===== config.mk =====
export PLATFORM = sky130hd
export DESIGN_NAME = tinuc_hazard_ctrl
export DESIGN_NICKNAME = d
export VERILOG_FILES = /design/src/rtl/tinuc_hazard_ctrl.sv
export SDC_FILE = /design/constraint.sdc
export NUM_CORES = 1
export LEC_CHECK = 0
export CORE_AREA = 2 2 107 109
export CTS_BUF_LIST = sky130_fd_sc_hd__clkbuf_4
export CTS_CLUSTER_DIAMETER = 80
export CTS_CLUSTER_SIZE = 24
export DETAILED_ROUTE_END_ITERATION = 12
export DIE_AREA = 0 0 109 111
export PLACE_DENSITY = 0.67
export SYNTH_ARGS = -nofsm -noshare
export SYNTH_HDL_FRONTEND = slang
export SYNTH_SLANG_ARGS = --single-unit

===== constraint.sdc =====
create_clock -name CLK -period 3.6 [get_ports CLK]
set_input_delay 0.72 -clock CLK [delete_from_list [all_inputs] [get_ports CLK]]
set_output_delay 0.72 -clock CLK [all_outputs]
set_load 0.01 [all_outputs]

===== src/rtl/tinuc_hazard_ctrl.sv =====
// TinuC pipeline control: bank enables/clears, EX forwarding, stall/flush counters.
// Build option: TINUC_FWD_EN selects operand forwarding instead of RAW bubbles.
module tinuc_hazard_ctrl #(
  parameter int XLEN     = 32,
  parameter int REG_AW   = 5,
  parameter int BR_STAGE = 3,
  parameter int CNT_W    = 16
) (
  input  logic              CLK,
  input  logic              RESET,
  input  logic [REG_AW-1:0] id_rs1,
  input  logic [REG_AW-1:0] id_rs2,
  input  logic              id_use_rs1,
  input  logic              id_use_rs2,
  input  logic [REG_AW-1:0] ex_rs1,
  input  logic [REG_AW-1:0] ex_rs2,
  input  logic [REG_AW-1:0] ex_rd,
  input  logic              ex_regwrite,
  input  logic              ex_memread,
  input  logic [REG_AW-1:0] mem_rd,
  input  logic              mem_regwrite,
  input  logic [XLEN-1:0]   mem_result,
  input  logic [REG_AW-1:0] wb_rd,
  input  logic              wb_regwrite,
  input  logic [XLEN-1:0]   wb_result,
  input  logic [XLEN-1:0]   ex_rdata1,
  input  logic [XLEN-1:0]   ex_rdata2,
  input  logic              branch_taken,
  input  logic              dmem_wait,
  output logic [XLEN-1:0]   fw_a,
  output logic [XLEN-1:0]   fw_b,
  output logic              pc_en,
  output logic              ifid_en,
  output logic              idex_en,
  output logic              exmem_en,
  output logic              memwb_en,
  output logic              pc_sel,
  output logic              ifid_clr,
  output logic              idex_clr,
  output logic              exmem_clr,
  output logic [CNT_W-1:0]  stall_cnt,
  output logic [CNT_W-1:0]  flush_cnt
);

  typedef enum logic [2:0] {
    RUN, LD_STALL, RAW_STALL, FLUSH, MEM_WAIT
  } state_t;

  state_t state, nxt;
  logic   ld_use, raw, stall_inc, flush_inc;

  function automatic logic id_hit(
    input logic [REG_AW-1:0] rd,
    input logic              we
  );
    return we && (rd != '0) &&
      ((id_use_rs1 && rd == id_rs1) ||
       (id_use_rs2 && rd == id_rs2));
  endfunction

  assign ld_use = id_hit(ex_rd, ex_memread);

`ifdef TINUC_FWD_EN
  function automatic logic [XLEN-1:0] fwd(
    input logic [REG_AW-1:0] rs,
    input logic [XLEN-1:0]   rf
  );
    if (mem_regwrite && mem_rd != '0 && mem_rd == rs)
      return mem_result;
    else if (wb_regwrite && wb_rd != '0 && wb_rd == rs)
      return wb_result;
    else
      return rf;
  endfunction

  assign fw_a = fwd(ex_rs1, ex_rdata1);
  assign fw_b = fwd(ex_rs2, ex_rdata2);
  assign raw  = 1'b0;

  logic unused_st;
  assign unused_st = ^{state, ex_regwrite};
`else
  logic       raw_hit;
  logic [1:0] raw_q, raw_prev;

  assign fw_a = ex_rdata1;
  assign fw_b = ex_rdata2;

  assign raw_hit = id_hit(ex_rd, ex_regwrite) |
                   id_hit(mem_rd, mem_regwrite) |
                   id_hit(wb_rd, wb_regwrite);

  // consecutive RAW bubbles issued so far; capped at three
  assign raw_prev = (state == RAW_STALL) ? raw_q : 2'd0;
  assign raw      = raw_hit && (raw_prev != 2'd3);

  always_ff @(posedge CLK) begin
    if (RESET)
      raw_q <= 2'd0;
    else if (nxt == RAW_STALL)
      raw_q <= raw_prev + 2'd1;
    else
      raw_q <= 2'd0;
  end

  logic unused_fwd;
  assign unused_fwd = ^{mem_result, wb_result, ex_rs1, ex_rs2};
`endif

  always_comb begin
    nxt       = RUN;
    pc_en     = 1'b1;
    ifid_en   = 1'b1;
    idex_en   = 1'b1;
    exmem_en  = 1'b1;
    memwb_en  = 1'b1;
    pc_sel    = 1'b0;
    ifid_clr  = 1'b0;
    idex_clr  = 1'b0;
    exmem_clr = 1'b0;
    stall_inc = 1'b0;
    flush_inc = 1'b0;
    if (RESET) begin
      ifid_clr  = 1'b1;
      idex_clr  = 1'b1;
      exmem_clr = 1'b1;
    end else if (dmem_wait) begin
      nxt       = MEM_WAIT;
      pc_en     = 1'b0;
      ifid_en   = 1'b0;
      idex_en   = 1'b0;
      exmem_en  = 1'b0;
      memwb_en  = 1'b0;
      stall_inc = 1'b1;
    end else if (branch_taken) begin
      nxt       = FLUSH;
      pc_sel    = 1'b1;
      ifid_clr  = 1'b1;
      idex_clr  = 1'b1;
      exmem_clr = (BR_STAGE == 3);
      flush_inc = 1'b1;
    end else if (ld_use || raw) begin
      nxt       = ld_use ? LD_STALL : RAW_STALL;
      pc_en     = 1'b0;
      ifid_en   = 1'b0;
      idex_clr  = 1'b1;
      stall_inc = 1'b1;
    end
  end

  always_ff @(posedge CLK) begin
    if (RESET) begin
      state     <= RUN;
      stall_cnt <= '0;
      flush_cnt <= '0;
    end else begin
      state <= nxt;
      if (stall_inc && stall_cnt != '1)
        stall_cnt <= stall_cnt + 1'b1;
      if (flush_inc && flush_cnt != '1)
        flush_cnt <= flush_cnt + 1'b1;
    end
  end

endmodule

-- Yosys cells after proc, flatten, opt, wreduce, memory -nomap -nowiden
Cells that the tools add are included.
Widths: inputs -> output; s select.
- bits in registers: 37
- word-level logic and storage cells: 69
- output and inout bits: 105
- add/subtract/negate cells: 3
- eq/ne operators: 11
- bitwise logic cells: 3
- muxes and demuxes: 23
- reduce and logical (&&, ||, !) cells: 25
- operator list (operator ; number):
    $add 16x1->16 const B ; 2
    $ne 16x16->1 const B ; 2
    $eq 5x5->1 ; 6
    $logic_and 1x1->1 ; 17
    $mux 1 ; 17
    $reduce_bool 5->1 ; 3
    $mux 2 ; 4
    $eq 3x2->1 const B ; 2
    $mux 3 ; 2
    $logic_or 1x1->1 ; 4
    $add 2x1->2 const B ; 1
    $ne 2x2->1 const B ; 1
    $or 1x1->1 ; 2
    $reduce_or 2->1 ; 1
    $not 1->1 ; 1

-- Logic depth before layout (Yosys ltp)
Gate-level depths: netlist (run 1).
- depth in word-level cells: 15
- depth in mapped cells: 10
- mapped depth without buffers: 8

-- Least setup slack after synthesis (run 1)
No wires, ideal clock.
- kind: input -> output
- start point: in mem_rd[1]
- end point: out pc_en
- arrival: 2.028 ns
- setup slack: 0.852 ns
- buffers on the path: 1
- stages: 7
- cell sequence: or4_1 nor2_1 nor3b_1 a22oi_2 nand2_1 nand2_1 buf_4
- longest elaborated chain between the ends: 12
- ends and longest elaborated chain (item ; line ; RTL):
    from (decl) ; 20 ; input logic [REG_AW-1:0] mem_rd,
    $eq 5x5->1, on equally long branches ; 57, 58 ;
    $logic_and 1x1->1, on equally long branches ; 57, 58 ;
    $logic_or 1x1->1 ; 57 ; ((id_use_rs1 && rd == id_rs1) ||
    $logic_and 1x1->1 (*) ; 56 ; return we && (rd != '0) &&
    $or 1x1->1 (*) ; 89 ; assign raw_hit = id_hit(ex_rd, ex_regwrite) |
    $or 1x1->1 (*) ; 90 ; id_hit(mem_rd, mem_regwrite) |
    $logic_and 1x1->1 (*) ; 95 ; assign raw = raw_hit && (raw_prev != 2'd3);
    $logic_or 1x1->1 (*) ; 142 ; end else if (ld_use || raw) begin
    $mux 1 (*) (4 in a row) ; - ;
    to (decl) ; 32 ; output logic pc_en,
Mark *: on every way between the ends. The rest lies on a longest branch, timed or not.

-- Worst setup path in the final report (run 1)
- start point: in mem_rd[1]
- end point: out idex_clr
- longest elaborated chain between the ends: 12
- ends and longest elaborated chain (item ; line ; RTL):
    $eq 5x5->1, on equally long branches ; 57, 58 ;
    $logic_and 1x1->1, on equally long branches ; 57, 58 ;
    $logic_or 1x1->1 ; 57 ;
    $logic_and 1x1->1 (*) ; 56 ;
    $or 1x1->1 (*) ; 89 ;
    $or 1x1->1 (*) ; 90 ;
    $logic_and 1x1->1 (*) ; 95 ;
    $logic_or 1x1->1 (*) ; 142 ;
    $mux 1 (*) ; 142 ;
    $mux 1 (*) ; 135 ; end else if (branch_taken) begin
    $mux 1 (*) ; 127 ; end else if (dmem_wait) begin
    $mux 1 (*) ; 123 ; if (RESET) begin
    to (decl) ; 39 ; output logic idex_clr,
Marks and branches as above.

==> results of run 1 <==
metrics by stage:
step                      worst slack [ns]  power [uW]  hold slack [ns]  TNS (ns)  cell area [um2]
after floorplan                      0.852         588            0.476         0             2780
after global placement              -0.196         603            0.492    -0.584             3260
after detailed placement            -0.197         608            0.513    -0.579             3260
after CTS                           0.0138         835            0.531         0             3320
after global routing               0.00415         860            0.570         0             3320
final                                0.116         821            0.531         0             3320
cell usage in the layout (no fill, tap or decap), types with 6 or more instances in the layout:
cell type	count
clkdlybuf4s50_1	72
nand3_1	17
xnor2_1	34
nor2_1	31
nor3_1	6
nand2_1	20
a21oi_1	6
clkbuf_4	6
inv_1	9
xor2_1	9
buf_4	16
nand4_1	16
dfxtp_1	37
sequential cells by signal (all words and copies together), names as in the netlist:
name / count
state: 3
stall_cnt: 16
flush_cnt: 16
raw_q: 2
layout make-up:
type / instances / area, um2 / share of cell area
inverters: 9 / 33.8 / 0.0102
clock buffers: 6 / 45.0 / 0.0136
well taps: 143 / 179 / 0.0538
multi-input cells: 213 / 1450 / 0.435
flip-flops and latches: 37 / 741 / 0.223
repair buffers: 91 / 868 / 0.261
clock inverters: 2 / 10.0 / 0.00301
worst max-delay path: stages:
cell	delay, ns
clkdlybuf4s50_1	0.43
or4_1	0.54
nor2_1	0.13
nor3b_1	0.07
a22oi_2	0.21
nand2_2	0.09
o31ai_1	0.22
nand2_1	0.10
clkdlybuf4s15_1	0.26
timing repair:
item                       in CTS  in global routing
pin swaps                       0                  2
gates cloned                    0                  0
setup endpoints to repair       3                  3
gates resized for setup         5                  2
cells by family (layout without fill, tap and decap cells):
group,count (synthesis),in the layout,share of synthesized area
adder cells (fa/ha/maj),3,3,0.0135
XOR/XNOR,43,43,0.135
AO/OA/AOI/OAI,38,38,0.111
buffers and inverters,86,108,0.219
AND/OR/NAND/NOR,125,125,0.237
multiplexers,4,4,0.0184
flip-flops,37,37,0.266
power by group through the flow:
stage	clock (uW)	combinational [uW]	sequential, uW
2_1_floorplan	0	157	431
3_3_place_gp	0	173	430
3_5_place_dp	0	177	431
4_1_cts	236	177	421
5_1_grt	246	191	423
6_report	224	176	421
how the worst min path moves through the flow:
stage | start | end | slack, ns | depth (start not counted)
2_1_floorplan | state[0] | raw_q[0] | 0.48 | 2
3_3_place_gp | state[0] | raw_q[0] | 0.49 | 2
3_5_place_dp | stall_cnt[14] | stall_cnt[14] | 0.51 | 2
4_1_cts | stall_cnt[1] | stall_cnt[1] | 0.53 | 2
5_1_grt | stall_cnt[14] | stall_cnt[14] | 0.57 | 2
6_report | stall_cnt[1] | stall_cnt[1] | 0.53 | 2
routing by layer:
layer	global-route usage	up-vias	wire, um
met1	0.123	1105	2840
met5	0	-	0
met2	0.202	91	3550
met4	0.0581	0	206
li1	-	1148	-
met3	0.0423	23	644
==> results.md, run 1 <==
* Fmax at 287 MHz
* Wire per inst at 14.5 um
* Critical path endpoint category: output port
* Post-route ant nets at 0
* R2R depth at 9
* Worst reg-to-reg setup slack at 1.06 ns
* Estimated wirelength of the detail-placed design at approximately 5.7 mm
* Switching part of the total at 0.280
* Internal Power at 592 uW
* Final setup violation count at 0
* I/O pins at 278
* Largest area contributor in the netlist: dfxtp_1
* Setup Fix Bufs, Post-CTS at 0
* Logic pwr share at 0.214
* Gate Count Post-Synth at 336
* Leakage power at approximately 0.0011 uW
* Arrival time worst endpoint at roughly 2.8 ns
* Worst setup path end: idex_clr
* Starting DRT DRC Count at 108
* Fin crit share at 0.968
* Commonest register cell after synthesis: dfxtp_1
* R2r endpoint: stall_cnt[6]
* Count leader, synth: buf_4
* WP data required at 2.88 ns
* DRC at 0
* P_sw at 229 uW
* DR pass1 iterations at 4
* Slew margin rel. at 0.543
* Top cell type's share of synthesized area at 0.266
* Die Ht at about 110 um
* Diodes inserted at 0
* CTS Hold Bufs at 0
* Clock Pin Slew Worst Setup and Hold Paths at about 0.11 ns
* Final hold vios at 0
* Total track usage at 0.117
* DP Cell Count at 493
* Largest net degree at the start of global routing at 23
* Flop pwr share at 0.513
* Die Area at around 12000 um2
* Max rail drop VDD at 0.0765 mV
* Post-synth EDFFs at 0
* Routability Congestion at ~0.84
* Ranking of synthesized cells by area: dfxtp_1 (27%), buf_4 (18%), xnor2_1 (11%)
* Worst clock skew at just over 0.005 ns
* TritonCTS clock tree: yes
* CTS max path bufs at 2
* Worst hold path type: flip-flop to flip-flop
* Most instantiated cells after synthesis: buf_4 (68), dfxtp_1 (37), xnor2_1 (34), nor2_1 (31), nand2_1 (23)
* Core area at 11100 um2
* Worst-Skew Late Latency at 0.35 ns
* Crit. Startpoint: mem_rd[1]
* Standard-cell rows at 39
* Crit Path Max Fanout at 2
* Sequential fraction of the synthesis area at 0.266
* First-pass GRT wire length at about 11 mm
* Worst Setup Start Kind: primary input
* Final Slew Violations at 0
* CTS Sinks at 37
* Vias in the first global route at between 2000 and 2500
* Total Wirelength at 7.25 mm
* Vias at around 2400
* Slew @ Worst Pin at 0.682 ns
* Synth warnings at 0
* Synthesized cell area at 2780 um2
* Min Clock Period, post-route at 3.48 ns
* Nets@finish at 533
* Buffers on Ports at 75
* Synth Area per Inst at 8.28 um2
* Run status: complete, no violations
* Synth async-reset ratio at 0
* Critical path class: primary input to output port
* Initial antenna violation count at 0
* Htree depth at 2
* Flops & latches, synth at 37
* Max Cap Viol at 0
* Clk pwr share at 0.273
* Yosys cell types at 48
* Num CTS Buffers at 5
* Via density at 4.72
* Worst flop-to-flop path startpoint: state[0]
* Clock Tree Root: clkbuf_4
* Die Wd at 109 um
* Final cell count without fillers at 501
* Starting Density at 0.251
* Synthesized Nets at 512
* Finished Core Util at 0.300
* PD cells at between 200 and 250 nW/um2
* RSZ-0062 raised after global routing: no
* GRT overflow at 0
* Layout cell share with drive strength beyond 1 at 0.117
* Synth-to-layout area growth at 19.4%
* Fillers at 1183
Power figures use the tool's default switching activity.
==> inputs of run 2 (changes only) <==
--- a/config.mk
+++ b/config.mk
@@ -5,6 +5,7 @@
 export SDC_FILE = /design/constraint.sdc
 export NUM_CORES = 1
 export LEC_CHECK = 0
+export CAP_MARGIN = 20
 export CORE_AREA = 2 2 107 109
 export CTS_BUF_LIST = sky130_fd_sc_hd__clkbuf_4
 export CTS_CLUSTER_DIAMETER = 80
@@ -12,6 +13,7 @@
 export DETAILED_ROUTE_END_ITERATION = 12
 export DIE_AREA = 0 0 109 111
 export PLACE_DENSITY = 0.67
+export SETUP_SLACK_MARGIN = 0.02
 export SYNTH_ARGS = -nofsm -noshare
 export SYNTH_HDL_FRONTEND = slang
 export SYNTH_SLANG_ARGS = --single-unit
==> results.md, run 2 (synthesis gave the netlist of run 1 again) <==
* Num CTS Buffers at 5 (unchanged)
* CTS Hold Bufs at 0 (unchanged)
* Dpl cell area at 3260 um2 (unchanged)
* Worst-Skew Late Latency at 0.35 ns (about the same)
* Worst hold path type: flip-flop to flip-flop (unchanged)
* Leakage power at 0.00113 uW (about the same)
* Min Clock Period, post-route at 3.45 ns (was 3.48 ns)
* R2r endpoint: stall_cnt[6] (unchanged)
* Layout cell share with drive strength beyond 1 at 0.120 (was 0.117)
* Finished Core Util at 0.300 (about the same)
* First-pass GRT wire length at 11.2 mm (unchanged)
* Die Wd at 109 um (unchanged)
* Starting Density at 0.251 (unchanged)
* Fin crit share at 0.958 (was 0.968)
* Max rail drop VDD at 0.0765 mV (about the same)
* PD cells at 247 nW/um2 (about the same)
* Flop pwr share at 0.513 (about the same)
* WP data required at 2.88 ns (about the same)
* Die Area at 12100 um2 (unchanged)
* Clk pwr share at 0.273 (about the same)
* I/O pins at 278 (unchanged)
* Worst clock skew at 0.00517 ns (unchanged)
* Final hold vios at 0 (unchanged)
* Die Ht at 111 um (unchanged)
* Seq. cell area at 741 um2 (unchanged)
* GRT overflow at 0 (unchanged)
* P_sw at 230 uW (was 229 uW)
* DRC at 0 (unchanged)
* Nets@finish at 533 (unchanged)
* Most frequent cells in the layout: clkdlybuf4s50_1 (72), dfxtp_1 (37), xnor2_1 (34) (unchanged)
* Diodes inserted at 0 (unchanged)
* Setup Fix Bufs, Post-CTS at 0 (unchanged)
* Wire per inst at 14.4 um (was 14.5 um)
* Critical path endpoint category: output port (unchanged)
* Final setup violation count at 0 (unchanged)
* Initial antenna violation count at 0 (unchanged)
* Internal Power at 591 uW (was 592 uW)
* Final Slew Violations at 0 (unchanged)
* Top flop regs: flush_cnt (16), stall_cnt (16), state (3) (unchanged)
* Footprint of the multi-input gates at 1450 um2 (unchanged)
* CTS Sinks at 37 (unchanged)
* Worst flop-to-flop path startpoint: state[0] (unchanged)
* Core area at 11100 um2 (unchanged)
* Run status: complete, no violations (unchanged)
* Largest net degree at the start of global routing at 23 (unchanged)
* DP Cell Count at 493 (unchanged)
* Via density at 4.74 (was 4.72)
* Starting DRT DRC Count at 108 (unchanged)
* Commonest non-fill, non-tap cell in the layout: clkdlybuf4s50_1 (unchanged)
* Total track usage at 0.117 (unchanged)
* Switching part of the total at 0.280 (about the same)
* Critical path class: primary input to output port (unchanged)
* TritonCTS clock tree: yes (unchanged)
* Total Wirelength at 7.23 mm (was 7.25 mm)
* Fin area at 3320 um2 (about the same)
* CTS max path bufs at 2 (unchanged)
* R2R depth at 9 (unchanged)
* Arrival time worst endpoint at 2.73 ns (was 2.76 ns)
* Buffers on Ports at 75 (unchanged)
* Slew margin rel. at 0.543 (unchanged)
* Worst setup path end: ifid_en (was idex_clr)
* Max Cap Viol at 0 (unchanged)
* RSZ-0062 raised after global routing: no (unchanged)
* Vias in the first global route at 2346 (unchanged)
* Slew @ Worst Pin at 0.682 ns (unchanged)
* Synth-to-layout area growth at 19.2% (was 19.4%)
* Final cell count without fillers at 501 (unchanged)
* Worst reg-to-reg setup slack at 1.07 ns (was 1.06 ns)
* Clock Pin Slew Worst Setup and Hold Paths at 0.11 ns (about the same)
* Crit Path Max Fanout at 4 (was 2)
* Routability Congestion at 0.841 (unchanged)
* Fillers at 1184 (was 1183)
* Logic pwr share at 0.214 (about the same)
* Fmax at 290 MHz (was 287 MHz)
* Estimated wirelength of the detail-placed design at 5.71 mm (unchanged)
* Htree depth at 2 (unchanged)
* Clock Tree Root: clkbuf_4 (unchanged)
* Crit. Startpoint: mem_rd[1] (unchanged)
* Vias at 2376 (was 2367)
* DR pass1 iterations at 4 (unchanged)
* Worst Setup Start Kind: primary input (unchanged)
* Post-route ant nets at 0 (unchanged)
* Standard-cell rows at 39 (unchanged)
[run 2: final cells by class]
cell class | count | area share
inverter | 9 | 0.0102
sequential | 37 | 0.223
clock buffer | 6 | 0.0136
tap | 143 | 0.0539
timing repair buffer | 91 | 0.260
clock inverter | 2 | 0.00302
multi-input combinational | 213 | 0.436
[run 2: repair_timing]
item / CTS / global route
resized for setup: 5 / 3
gates cloned: 0 / 0
endpoints found under the setup margin: 3 / 3
pin swaps: 1 / 2
[run 2: metrics by stage]
stage	setup WS (ns)	TNS, ns	hold slack, ns	power, uW
2_1_floorplan	0.852	0	0.476	588
3_3_place_gp	-0.196	-0.584	0.492	603
3_5_place_dp	-0.197	-0.579	0.513	608
4_1_cts	0.0371	0	0.531	835
5_1_grt	0.0320	0	0.570	859
6_report	0.152	0	0.531	821
[run 2: worst min path at each step]
stage / cells past startpoint / to / startpoint / slack, ns
floorplan: 2 / raw_q[0] / state[0] / 0.48
global placement: 2 / raw_q[0] / state[0] / 0.49
detailed placement: 2 / stall_cnt[14] / stall_cnt[14] / 0.51
CTS: 2 / stall_cnt[1] / stall_cnt[1] / 0.53
global route: 2 / stall_cnt[14] / stall_cnt[14] / 0.57
finish: 2 / stall_cnt[1] / stall_cnt[1] / 0.53
[run 2: power by group through the flow]
stage / combinational (uW) / clock, uW / sequential, uW
after detailed placement: 177 / 0 / 431
after floorplan: 157 / 0 / 431
after global placement: 173 / 0 / 430
after global routing: 190 / 246 / 423
after CTS: 177 / 236 / 421
final: 176 / 224 / 421
[run 2: worst max-delay path, stage by stage]
cell             delay, ns
clkdlybuf4s50_1       0.43
or4_1                 0.54
nor2_1                0.13
nor3b_1               0.07
a22oi_2               0.23
buf_4                 0.16
nand2_2               0.08
nand2_2               0.10
dlygate4sd2_1         0.27
[run 2: layer usage]
metal	GRT usage	routed length (um)
met1	0.123	2850
met2	0.202	3540
met3	0.0423	634
met4	0.0581	206
met5	0	0
==> inputs of run 3 (changes only) <==
--- a/config.mk
+++ b/config.mk
@@ -9,7 +9,7 @@
 export CORE_AREA = 2 2 107 109
 export CTS_BUF_LIST = sky130_fd_sc_hd__clkbuf_4
 export CTS_CLUSTER_DIAMETER = 80
-export CTS_CLUSTER_SIZE = 24
+export CTS_CLUSTER_SIZE = 30
 export DETAILED_ROUTE_END_ITERATION = 12
 export DIE_AREA = 0 0 109 111
 export PLACE_DENSITY = 0.67
==> results of run 3 <==
The final DEF is identical to that of run 2; final timing and power are the same.
